## src/rtl/oled_pkg.sv

```systemverilog
// Shared OLED definitions: panel geometry, RGB565 pixel type and frame-reader FSM states.
package oled_pkg;

    localparam int OLED_WIDTH  = 96;
    localparam int OLED_HEIGHT = 64;
    localparam int OLED_PIXELS = 6144;

    localparam logic [15:0] OLED_CRC_INIT = 16'hFFFF;

    typedef logic [15:0] rgb565_t;

    typedef enum logic [1:0] {
        ST_IDLE  = 2'd0,
        ST_SCAN  = 2'd1,
        ST_DRAIN = 2'd2,
        ST_DONE  = 2'd3
    } oled_state_t;

endpackage

```

## src/rtl/oled_crc16.sv

```systemverilog
// One-word CRC-16-CCITT update (poly 0x1021, MSB-first, no reflection).
module oled_crc16
    import oled_pkg::*;
(
    input  logic [15:0] crc_in,
    input  rgb565_t     data,
    output logic [15:0] crc_out
);

    function automatic logic [15:0] crc16_word(input logic [15:0] crc, input logic [15:0] d);
        logic [15:0] c;
        c = crc;
        for (int i = 15; i >= 0; i--) begin
            if (c[15] ^ d[i]) begin
                c = {c[14:0], 1'b0} ^ 16'h1021;
            end else begin
                c = {c[14:0], 1'b0};
            end
        end
        return c;
    endfunction

    assign crc_out = crc16_word(crc_in, data);

endmodule

```

## src/rtl/oled_frame_reader.sv

```systemverilog
// Raster-scans a pixel source, returns each pixel with its index, counts lit pixels per frame.
// Define OLED_FRAME_READER_CRC_EN to also produce a per-frame CRC-16-CCITT on frame_crc.
module oled_frame_reader
    import oled_pkg::*;
#(
    parameter int WIDTH       = OLED_WIDTH,
    parameter int HEIGHT      = OLED_HEIGHT,
    parameter int SRC_LATENCY = 1
) (
    input  logic        clk_mhz_6_25,
    input  logic        reset,
    input  logic        start,
    input  logic        continuous,
    output logic [6:0]  x,
    output logic [5:0]  y,
    input  rgb565_t     pixel_in,
    output rgb565_t     pixel_out,
    output logic [12:0] pixel_index,
    output logic        pixel_valid,
    output logic        busy,
    output logic        frame_done,
    output logic [12:0] lit_count,
    output logic [15:0] frame_crc
);

    localparam int ACC_W = $clog2(WIDTH * HEIGHT + 1);
    localparam logic [6:0] X_LAST = 7'(WIDTH - 1);
    localparam logic [5:0] Y_LAST = 6'(HEIGHT - 1);
    localparam logic [2:0] DRAIN_LAST = 3'(SRC_LATENCY - 1);

    oled_state_t state_r, state_next_s;

    logic [6:0]  x_r, x_next_s;
    logic [5:0]  y_r, y_next_s;
    logic [12:0] idx_r, idx_next_s;
    logic [2:0]  drain_cnt_r, drain_next_s;
    logic        busy_r, busy_next_s;
    logic        frame_done_r, done_next_s;
    logic        last_coord_s;

    logic [SRC_LATENCY-1:0] tag_v_r;
    logic [12:0]            tag_idx_r [SRC_LATENCY];

    rgb565_t     pixel_out_r;
    logic [12:0] pixel_index_r;
    logic        pixel_valid_r;
    logic        sample_s;
    logic        lit_inc_s;
    logic [ACC_W-1:0] lit_acc_r, lit_next_s;
    logic [12:0] lit_count_r;

    assign last_coord_s = (x_r == X_LAST) && (y_r == Y_LAST);
    assign sample_s     = tag_v_r[SRC_LATENCY-1];
    assign lit_inc_s    = sample_s && (pixel_in != 16'h0000);
    assign lit_next_s   = lit_acc_r + {{(ACC_W-1){1'b0}}, lit_inc_s};

    // FSM state register
    always_ff @(posedge clk_mhz_6_25) begin
        if (reset) begin
            state_r <= ST_IDLE;
        end else begin
            state_r <= state_next_s;
        end
    end

    // FSM next-state logic; start only matters in IDLE
    always_comb begin
        state_next_s = state_r;
        case (state_r)
            ST_IDLE: begin
                if (start || continuous) state_next_s = ST_SCAN;
                else                     state_next_s = ST_IDLE;
            end
            ST_SCAN: begin
                if (last_coord_s) state_next_s = ST_DRAIN;
                else              state_next_s = ST_SCAN;
            end
            ST_DRAIN: begin
                if (drain_cnt_r == DRAIN_LAST) state_next_s = ST_DONE;
                else                           state_next_s = ST_DRAIN;
            end
            ST_DONE: begin
                if (continuous) state_next_s = ST_SCAN;
                else            state_next_s = ST_IDLE;
            end
            default: state_next_s = ST_IDLE;
        endcase
    end

    // FSM output logic: coordinate/index stepping, drain count, status flags
    always_comb begin
        x_next_s     = 7'd0;
        y_next_s     = 6'd0;
        idx_next_s   = 13'd0;
        drain_next_s = 3'd0;
        if ((state_r == ST_SCAN) && !last_coord_s) begin
            idx_next_s = idx_r + 13'd1;
            if (x_r == X_LAST) begin
                x_next_s = 7'd0;
                y_next_s = y_r + 6'd1;
            end else begin
                x_next_s = x_r + 7'd1;
                y_next_s = y_r;
            end
        end else begin
            idx_next_s = 13'd0;
        end
        if (state_r == ST_DRAIN) begin
            drain_next_s = drain_cnt_r + 3'd1;
        end else begin
            drain_next_s = 3'd0;
        end
        busy_next_s = (state_next_s != ST_IDLE);
        done_next_s = (state_r == ST_DRAIN) && (state_next_s == ST_DONE);
    end

    // Coordinate counters and status registers
    always_ff @(posedge clk_mhz_6_25) begin
        if (reset) begin
            x_r          <= 7'd0;
            y_r          <= 6'd0;
            idx_r        <= 13'd0;
            drain_cnt_r  <= 3'd0;
            busy_r       <= 1'b0;
            frame_done_r <= 1'b0;
        end else begin
            x_r          <= x_next_s;
            y_r          <= y_next_s;
            idx_r        <= idx_next_s;
            drain_cnt_r  <= drain_next_s;
            busy_r       <= busy_next_s;
            frame_done_r <= done_next_s;
        end
    end

    // Tag pipeline matching the source latency of each emitted coordinate
    always_ff @(posedge clk_mhz_6_25) begin
        if (reset) begin
            tag_v_r <= {SRC_LATENCY{1'b0}};
            for (int i = 0; i < SRC_LATENCY; i++) tag_idx_r[i] <= 13'd0;
        end else begin
            tag_v_r[0]   <= (state_r == ST_SCAN);
            tag_idx_r[0] <= idx_r;
            for (int i = 1; i < SRC_LATENCY; i++) begin
                tag_v_r[i]   <= tag_v_r[i-1];
                tag_idx_r[i] <= tag_idx_r[i-1];
            end
        end
    end

    // Pixel capture
    always_ff @(posedge clk_mhz_6_25) begin
        if (reset) begin
            pixel_valid_r <= 1'b0;
            pixel_out_r   <= 16'h0000;
            pixel_index_r <= 13'd0;
        end else begin
            pixel_valid_r <= sample_s;
            if (sample_s) begin
                pixel_out_r   <= pixel_in;
                pixel_index_r <= tag_idx_r[SRC_LATENCY-1];
            end else begin
                pixel_out_r   <= pixel_out_r;
                pixel_index_r <= pixel_index_r;
            end
        end
    end

    // Lit-pixel accumulator; the final pixel lands on the same edge that enters DONE
    always_ff @(posedge clk_mhz_6_25) begin
        if (reset) begin
            lit_acc_r   <= {ACC_W{1'b0}};
            lit_count_r <= 13'd0;
        end else if (done_next_s) begin
            lit_acc_r   <= {ACC_W{1'b0}};
            lit_count_r <= 13'(lit_next_s);
        end else begin
            lit_acc_r   <= lit_next_s;
            lit_count_r <= lit_count_r;
        end
    end

`ifdef OLED_FRAME_READER_CRC_EN
    logic [15:0] crc_r, crc_upd_s, crc_next_s, frame_crc_r;

    oled_crc16 u_crc16 (
        .crc_in  (crc_r),
        .data    (pixel_in),
        .crc_out (crc_upd_s)
    );

    assign crc_next_s = sample_s ? crc_upd_s : crc_r;

    // Running CRC, latched and reseeded at frame end
    always_ff @(posedge clk_mhz_6_25) begin
        if (reset) begin
            crc_r       <= OLED_CRC_INIT;
            frame_crc_r <= 16'h0000;
        end else if (done_next_s) begin
            crc_r       <= OLED_CRC_INIT;
            frame_crc_r <= crc_next_s;
        end else begin
            crc_r       <= crc_next_s;
            frame_crc_r <= frame_crc_r;
        end
    end

    assign frame_crc = frame_crc_r;
`else
    assign frame_crc = 16'h0000;
`endif

    assign x           = x_r;
    assign y           = y_r;
    assign pixel_out   = pixel_out_r;
    assign pixel_index = pixel_index_r;
    assign pixel_valid = pixel_valid_r;
    assign busy        = busy_r;
    assign frame_done  = frame_done_r;
    assign lit_count   = lit_count_r;

endmodule

```

## config.mk

```make
export PLATFORM = sky130hd
export DESIGN_NAME = oled_frame_reader
export DESIGN_NICKNAME = d
export VERILOG_FILES = /design/src/rtl/oled_pkg.sv /design/src/rtl/oled_crc16.sv /design/src/rtl/oled_frame_reader.sv
export SDC_FILE = /design/constraint.sdc
export NUM_CORES = 1
export LEC_CHECK = 0
export ABC_AREA = 0
export ABC_CLOCK_PERIOD_IN_PS = 5500
export CAP_MARGIN = 10
export CORE_UTILIZATION = 53
export DETAILED_ROUTE_END_ITERATION = 8
export GPL_TIMING_DRIVEN = 0
export PLACE_DENSITY = 0.95
export SKIP_CTS_REPAIR_TIMING = 1
export SYNTH_ARGS = -nofsm -noshare
export SYNTH_HDL_FRONTEND = slang
export SYNTH_SLANG_ARGS = --single-unit
```

## constraint.sdc

```tcl
create_clock -name clk_mhz_6_25 -period 5.5 [get_ports clk_mhz_6_25]
set_input_delay 0.55 -clock clk_mhz_6_25 [delete_from_list [all_inputs] [get_ports clk_mhz_6_25]]
set_output_delay 0.55 -clock clk_mhz_6_25 [all_outputs]
set_load 0.02 [all_outputs]
```

==> results of run 1 <==
-- worst max-delay path by stage --
stage,to,cells past startpoint,slack [ps],from
6_report,lit_count[12],10,2600,sample_s
5_1_grt,lit_count[12],10,2340,sample_s
4_1_cts,lit_count[12],10,2570,sample_s
2_1_floorplan,lit_count[12],10,3220,sample_s
3_5_place_dp,lit_count[10],9,2670,pixel_in[0]
3_3_place_gp,lit_count[10],9,2700,pixel_in[11]
-- layer usage --
layer | up-vias | wire length (microns) | track usage [%]
met2 | 91 | 4710 | 45.9
li1 | 1515 | - | -
met3 | 13 | 383 | 3.58
met4 | 0 | 153 | 11.0
met5 | - | 0 | 0
met1 | 1448 | 3530 | 25.0
-- cells in the final DEF, fill, tap and decap left out, types with 7 or more instances in the layout --
cell	count
clkbuf_1	10
dfxtp_1	103
nor3_1	9
nor4_1	7
nand2_1	21
nand3_1	15
mux2i_1	30
xor2_1	10
xnor2_1	21
o21ai_0	14
conb_1	16
clkbuf_8	10
nor2_1	75
buf_4	17
clkdlybuf4s50_1	77
ha_1	7
inv_1	9
nor2b_1	16
-- worst register-to-register path: stages, from the launching register on --
cell	delay, ps
dfxtp_1	330
clkbuf_1	150
clkbuf_1	540
inv_1	150
a41oi_1	230
ha_1	270
ha_1	290
inv_1	100
nor4_1	390
xnor2_1	210
o21ai_0	130
-- power groups by stage --
stage	registers [mW]	clock network, mW	logic, mW
final	0.762	0.437	0.104
after global routing	0.764	0.473	0.113
after CTS	0.762	0.443	0.104
after detailed placement	0.779	0	0.103
after global placement	0.779	0	0.0998
after floorplan	0.788	0	0.0532
-- state kept, by name (all words and copies together) (netlist names) --
| register | cells |
|---|---|
| frame_done | 1 |
| lit_acc_r | 13 |
| sample_s | 1 |
| busy | 1 |
| pixel_index | 13 |
| tag_idx_r | 13 |
| pixel_valid | 1 |
| drain_cnt_r | 3 |
| y | 6 |
| lit_count | 13 |
| pixel_out | 16 |
| idx_r | 13 |
| state_r | 2 |
| x | 7 |
-- layout make-up --
| cell class | count | area (sq um) |
|---|---|---|
| tap | 96 | 120 |
| clock inverter | 6 | 45.0 |
| fill | 494 | 1920 |
| inverter | 9 | 33.8 |
| timing repair buffer | 77 | 771 |
| sequential | 103 | 2060 |
| multi-input combinational | 276 | 1680 |
| clock buffer | 10 | 138 |
| buffer | 30 | 176 |
-- through the flow --
step	area (sq um)	total power, mW	hold slack, ps
6_report	5030	1.30	464
3_5_place_dp	4850	0.882	443
5_1_grt	5030	1.35	491
4_1_cts	5030	1.31	465
2_1_floorplan	3960	0.841	417
3_3_place_gp	4850	0.878	432
-- synth_stat cells, drive strengths merged, types with 6 or more instances --
cell type and count:
nand3 15, xor2 10, ha 7, inv 9, a21oi 6, nor2 75, nand2 21, o21ai 15
nand4 7, buf 20, nor2b 16, nor4 7, xnor2 21, clkbuf 10, mux2i 30, dfxtp 103
nor3 9
-- cells by family (layout without fill, tap and decap cells) --
group | Yosys count | count (layout) | share of synthesized area [%]
muxes | 30 | 30 | 7.70
and+or+nand+nor | 164 | 164 | 20.2
buffers and inverters | 39 | 132 | 5.39
DFF | 103 | 103 | 52.9
other | 1 | 16 | 0.0962
AOI/OAI and AO/OA | 28 | 28 | 4.53
xor gates and xnor gates | 31 | 31 | 6.96
adders and majority gates | 7 | 7 | 2.25
==> metrics, run 1 <==
outcome=finished, final reports clean; drt total wl=8780 microns; htree depth=3; drt pass-1 iters=4; Sw Share=between 20% and 30%; Flop pwr share=between 50% and 60%; crit path kind=reg2reg; #FFs+latches synth=between 100 and 150; ANT nets after route=0; clock sink count=around 100; sw power=around 0.32 mW; Die H=slightly below 90 microns; max incr delay on CP=roughly 540 ps; placed cell count=591; Pint=a little under 1 mW; Final #Nets=533; max-slew violation count=0; Area Overhead vs Synth=29.0%; Tmin final=2900 ps; root buf cell=clkbuf_8; P_leak=roughly 1.9 nW; Distinct cells, synth=36; sequential area share after synthesis=between 50% and 60%; Top-Level Pins=94; worst hold endpoint=drain_cnt_r[0]; Die Area=0.00770 sq mm; WP data arrival=3150 ps; GPL Wtd Cong=approximately 0.83; final worst-path cycle share=a little over half; Final Core Density=just over 70%; Comb pwr share=8.0%; core box area=0.00694 sq mm; detailed-route via count=slightly above 3000; WP buf/inv=4; CP top delay family=buffers and inverters; dpl ws=about 2700 ps; Crit Path Max Fanout=10; Clock transition at path regs=about 90 ps; Initial Util=between 50% and 60%; Worst R2R Start=sample_s; RSZ-0062 raised after global routing=no; Worst Max-Slew Pin Slew=747 ps; wire per inst=approximately 14 microns; Port Buffers=77; startpoint types=flop; first-pass GRT wire length=approximately 14000 microns; largest net degree at the start of global routing=18; Top FF cell, synth=dfxtp_1; slowest cell on the critical path=clkbuf_1; final worst slack=between 2000 and 3000 ps; synth warn=0; worst hold path type=reg2reg; CTS tree=built; final hold vios=0; skew final=approximately 13 ps; vias in the first global route=between 3000 and 4000; DRC viols=0; HPWL after detailed placement=~6200 microns; Cell Rows=30; FF-to-FF setup slack=around 2600 ps; hold depth=1; Syn Std Cell Area=0.00390 sq mm; setup tns final=0 ps; Syn Area/Cell=between 9 and 10 sq um; Fmax=about 0.34 GHz; EDFF count, synth=0; slew margin rel.=~50%; cell taking the most area after synthesis=dfxtp_1; Layout Cells excl Fill=a little over 600; TritonCTS Buffers=9; ys async rst share=0%; Worst-Skew Late Latency=~370 ps; share of cells above drive strength 1=7.44%; DRT iter0 DRCs=107; antenna cells=0; clock tree buffer depth=2; worst-case vdd ir drop=about 0.00015 V; R2R depth=10; synthesized netlist cell count=between 400 and 500; synth top area cells=dfxtp_1, mux2i_1, nor2_1; Die Wd=between 80 and 90 microns; power share of the clock group=33.5%; RR Endpoint=lit_count[12]; total gr overflow=0; # setup viols final=0; worst-path cell chain=clkbuf_1, clkbuf_1, inv_1, a41oi_1, ha_1, ha_1, inv_1, nor4_1, xnor2_1, o21ai_0; Synth top area share=52.9%; Critical Path End Type=flop; initial antenna violation count=0; Vias/cell=slightly above 5; WP data required=about 5700 ps; All-Layer GR Usage=between 20% and 30%; min-delay src=drain_cnt_r[0]; Max Cap Violations=0; pwr dens=about 260 mW/mm^2
No activity file was read; power rests on OpenSTA's default activity.
==> inputs of run 2 (changes only) <==
- ABC_CLOCK_PERIOD_IN_PS: 5500 -> 2600
- CORE_UTILIZATION: 53 -> 44
- PLACE_DENSITY: 0.95 -> 0.85
- clock period: 5.5 -> 2.6 ns (I/O delays scaled with it)
==> run 2 against run 1 <==
  * Fmax increased by 20%
  * Combinational power increased by 110%
  * Count of clock-buffer cells in the layout decreased by 1
  * Critical path type unchanged
  * Sequential power increased by 110%
  * Worst setup slack got worse by 2400 ps
  * Clock power increased by 99%
  * Clock skew decreased by 2.7 ps
  * Global-route usage decreased by 6.0 points
  * Final area increased by 0.15%
  * Sequential share of layout area decreased by 0.061 points
  * Critical path depth unchanged
==> metrics, run 2 (synthesis results as in run 1) <==
placed cell count=600 (was 591); Worst Max-Slew Pin Slew=736 ps (was 747 ps); Die H=96.1 microns (was 87.8 microns); slew margin rel.=50.9% (was 50.2%); RR Endpoint=lit_count[12] (unchanged); # setup viols final=0 (unchanged); final hold vios=0 (unchanged); final instance area=0.00504 sq mm (was 0.00503 sq mm); WP data arrival=2660 ps (was 3150 ps); Max Cap Violations=0 (unchanged); Fmax=0.413 GHz (was 0.345 GHz); worst-case vdd ir drop=0.000232 V (was 0.000146 V); Cell Rows=33 (was 30); hold depth=1 (unchanged); DP Area=0.00486 sq mm (was 0.00485 sq mm); TritonCTS Buffers=9 (unchanged); WP data required=2840 ps (was 5740 ps); Port Buffers=77 (unchanged); clock tree buffer depth=2 (unchanged); final worst-path cycle share=93.1% (was 52.8%); commonest non-fill, non-tap cell in the layout=dfxtp_1 (unchanged); HPWL after detailed placement=5750 microns (was 6190 microns); final worst slack=179 ps (was 2600 ps); first-pass GRT wire length=12700 microns (was 14000 microns); R2R depth=10 (unchanged); htree depth=3 (unchanged); core box area=0.00838 sq mm (was 0.00694 sq mm); DRT iter0 DRCs=122 (was 107); drt pass-1 iters=4 (unchanged); min-delay src=drain_cnt_r[0] (unchanged); Area Overhead vs Synth=29.2% (was 29.0%); vias in the first global route=2900 (was 3087); drt total wl=7630 microns (was 8780 microns); Clock transition at path regs=100 ps (was 90 ps); FF+latch area=0.00206 sq mm (unchanged); multi-input logic area=0.00169 sq mm (was 0.00168 sq mm); max FFs per register=16 (unchanged); root buf cell=clkbuf_8 (unchanged); Top-Level Pins=94 (unchanged); Final Core Density=60.1% (was 72.4%); Critical Path End Type=flop (unchanged); worst hold endpoint=drain_cnt_r[0] (unchanged); clock sink count=103 (unchanged); Initial Util=46.5% (was 56.1%); antenna cells=0 (unchanged); Die Wd=96.1 microns (was 87.8 microns); Final #Nets=533 (unchanged); All-Layer GR Usage=17.7% (was 23.7%); total gr overflow=0 (unchanged); Worst-Skew Late Latency=360 ps (was 370 ps); most frequent cells in the layout=dfxtp_1, clkdlybuf4s50_1, nor2_1 (unchanged); max-slew violation count=0 (unchanged); wire per inst=12.4 microns (was 14.5 microns); skew final=10.5 ps (was 13.3 ps); Tmin final=2420 ps (was 2900 ps); # fillers=732 (was 494); worst hold path type=reg2reg (unchanged); initial antenna violation count=0 (unchanged); P_leak=1.86 nW (about the same); Layout Cells excl Fill=615 (was 607); GPL Wtd Cong=0.813 (was 0.835); Vias/cell=4.81 (was 5.05); startpoint types=flop (unchanged); CTS tree=built (unchanged); Die Area=0.00924 sq mm (was 0.00770 sq mm); Tot Pwr=2.70 mW (was 1.30 mW); Crit Path Max Fanout=10 (unchanged); dpl ws=-232 ps (was 2670 ps); largest net degree at the start of global routing=18 (unchanged); ANT nets after route=0 (unchanged); detailed-route via count=2961 (was 3067); pwr dens=536 mW/mm^2 (was 259 mW/mm^2); outcome=finished, final reports clean (unchanged); crit path kind=reg2reg (unchanged); FF-to-FF setup slack=180 ps (was 2600 ps); Worst R2R Start=sample_s (unchanged); DRC viols=0 (unchanged); share of cells above drive strength 1=7.65% (was 7.44%)
-- run 2: changes by cell type in the layout (fill, tap and decap cells not counted) --
cell	previous run	this run
clkbuf_1	10	9
clkbuf_8	10	9
nor4_1	7	6
clkinv_4	1	0
nor4_2	0	1
inv_6	0	1
buf_4	17	18
-- run 2: how the worst max path moves through the flow --
stage               cells after the start  slack, ps       endpoint      from
floorplan                              10        320  lit_count[12]  sample_s
global placement                       10       -190  lit_count[12]  sample_s
detailed placement                     10       -230  lit_count[12]  sample_s
CTS                                    10       -300  lit_count[12]  sample_s
global route                           10        -50  lit_count[12]  sample_s
finish                                 10        180  lit_count[12]  sample_s
-- run 2: cell type report --
type / instances / share of cell area (%)
plain buffers: 30 / 3.58
flip-flops and latches: 103 / 40.9
multi-input cells: 276 / 33.5
well taps: 105 / 2.61
clock buffers: 9 / 2.46
repair buffers: 77 / 15.3
clock inverters: 6 / 0.894
inverters: 9 / 0.671
-- run 2: worst max-delay path: stages, from the launching register on --
cell	delay (ps)
dfxtp_1	340
clkbuf_1	170
buf_4	240
inv_1	90
a41oi_1	180
ha_1	250
ha_1	260
inv_1	100
nor4_2	380
xnor2_1	190
o21ai_0	100
-- run 2: per-stage QoR --
stage	setup TNS, ps	hold slack [ps]
detailed placement	-659	434
global placement	-505	431
floorplan	0	381
global route	-50.7	486
CTS	-1140	453
finish	0	454
-- run 2: per-layer routing --
metal | GRT usage, % | share of wire, % | vias up
li1 | - | - | 1511
met1 | 18.9 | 43 | 1371
met2 | 33.2 | 51 | 63
met3 | 5.29 | 4.2 | 16
met4 | 5.35 | 1.9 | 0
met5 | 0 | 0 | -
-- run 2: report_power, final --
part	leakage, nW	total [mW]	switching, mW	internal [mW]
Combinational	0.943	0.216	0.114	0.102
Sequential	0.833	1.61	0.0138	1.60
Clock	0.0834	0.871	0.521	0.349
Total	1.86	2.70	0.649	2.05
==> inputs of run 3 (changes only) <==
- CAP_MARGIN: 10 -> not set
==> results of run 3 <==
Final layout, timing and power as in run 2 (identical DEF).
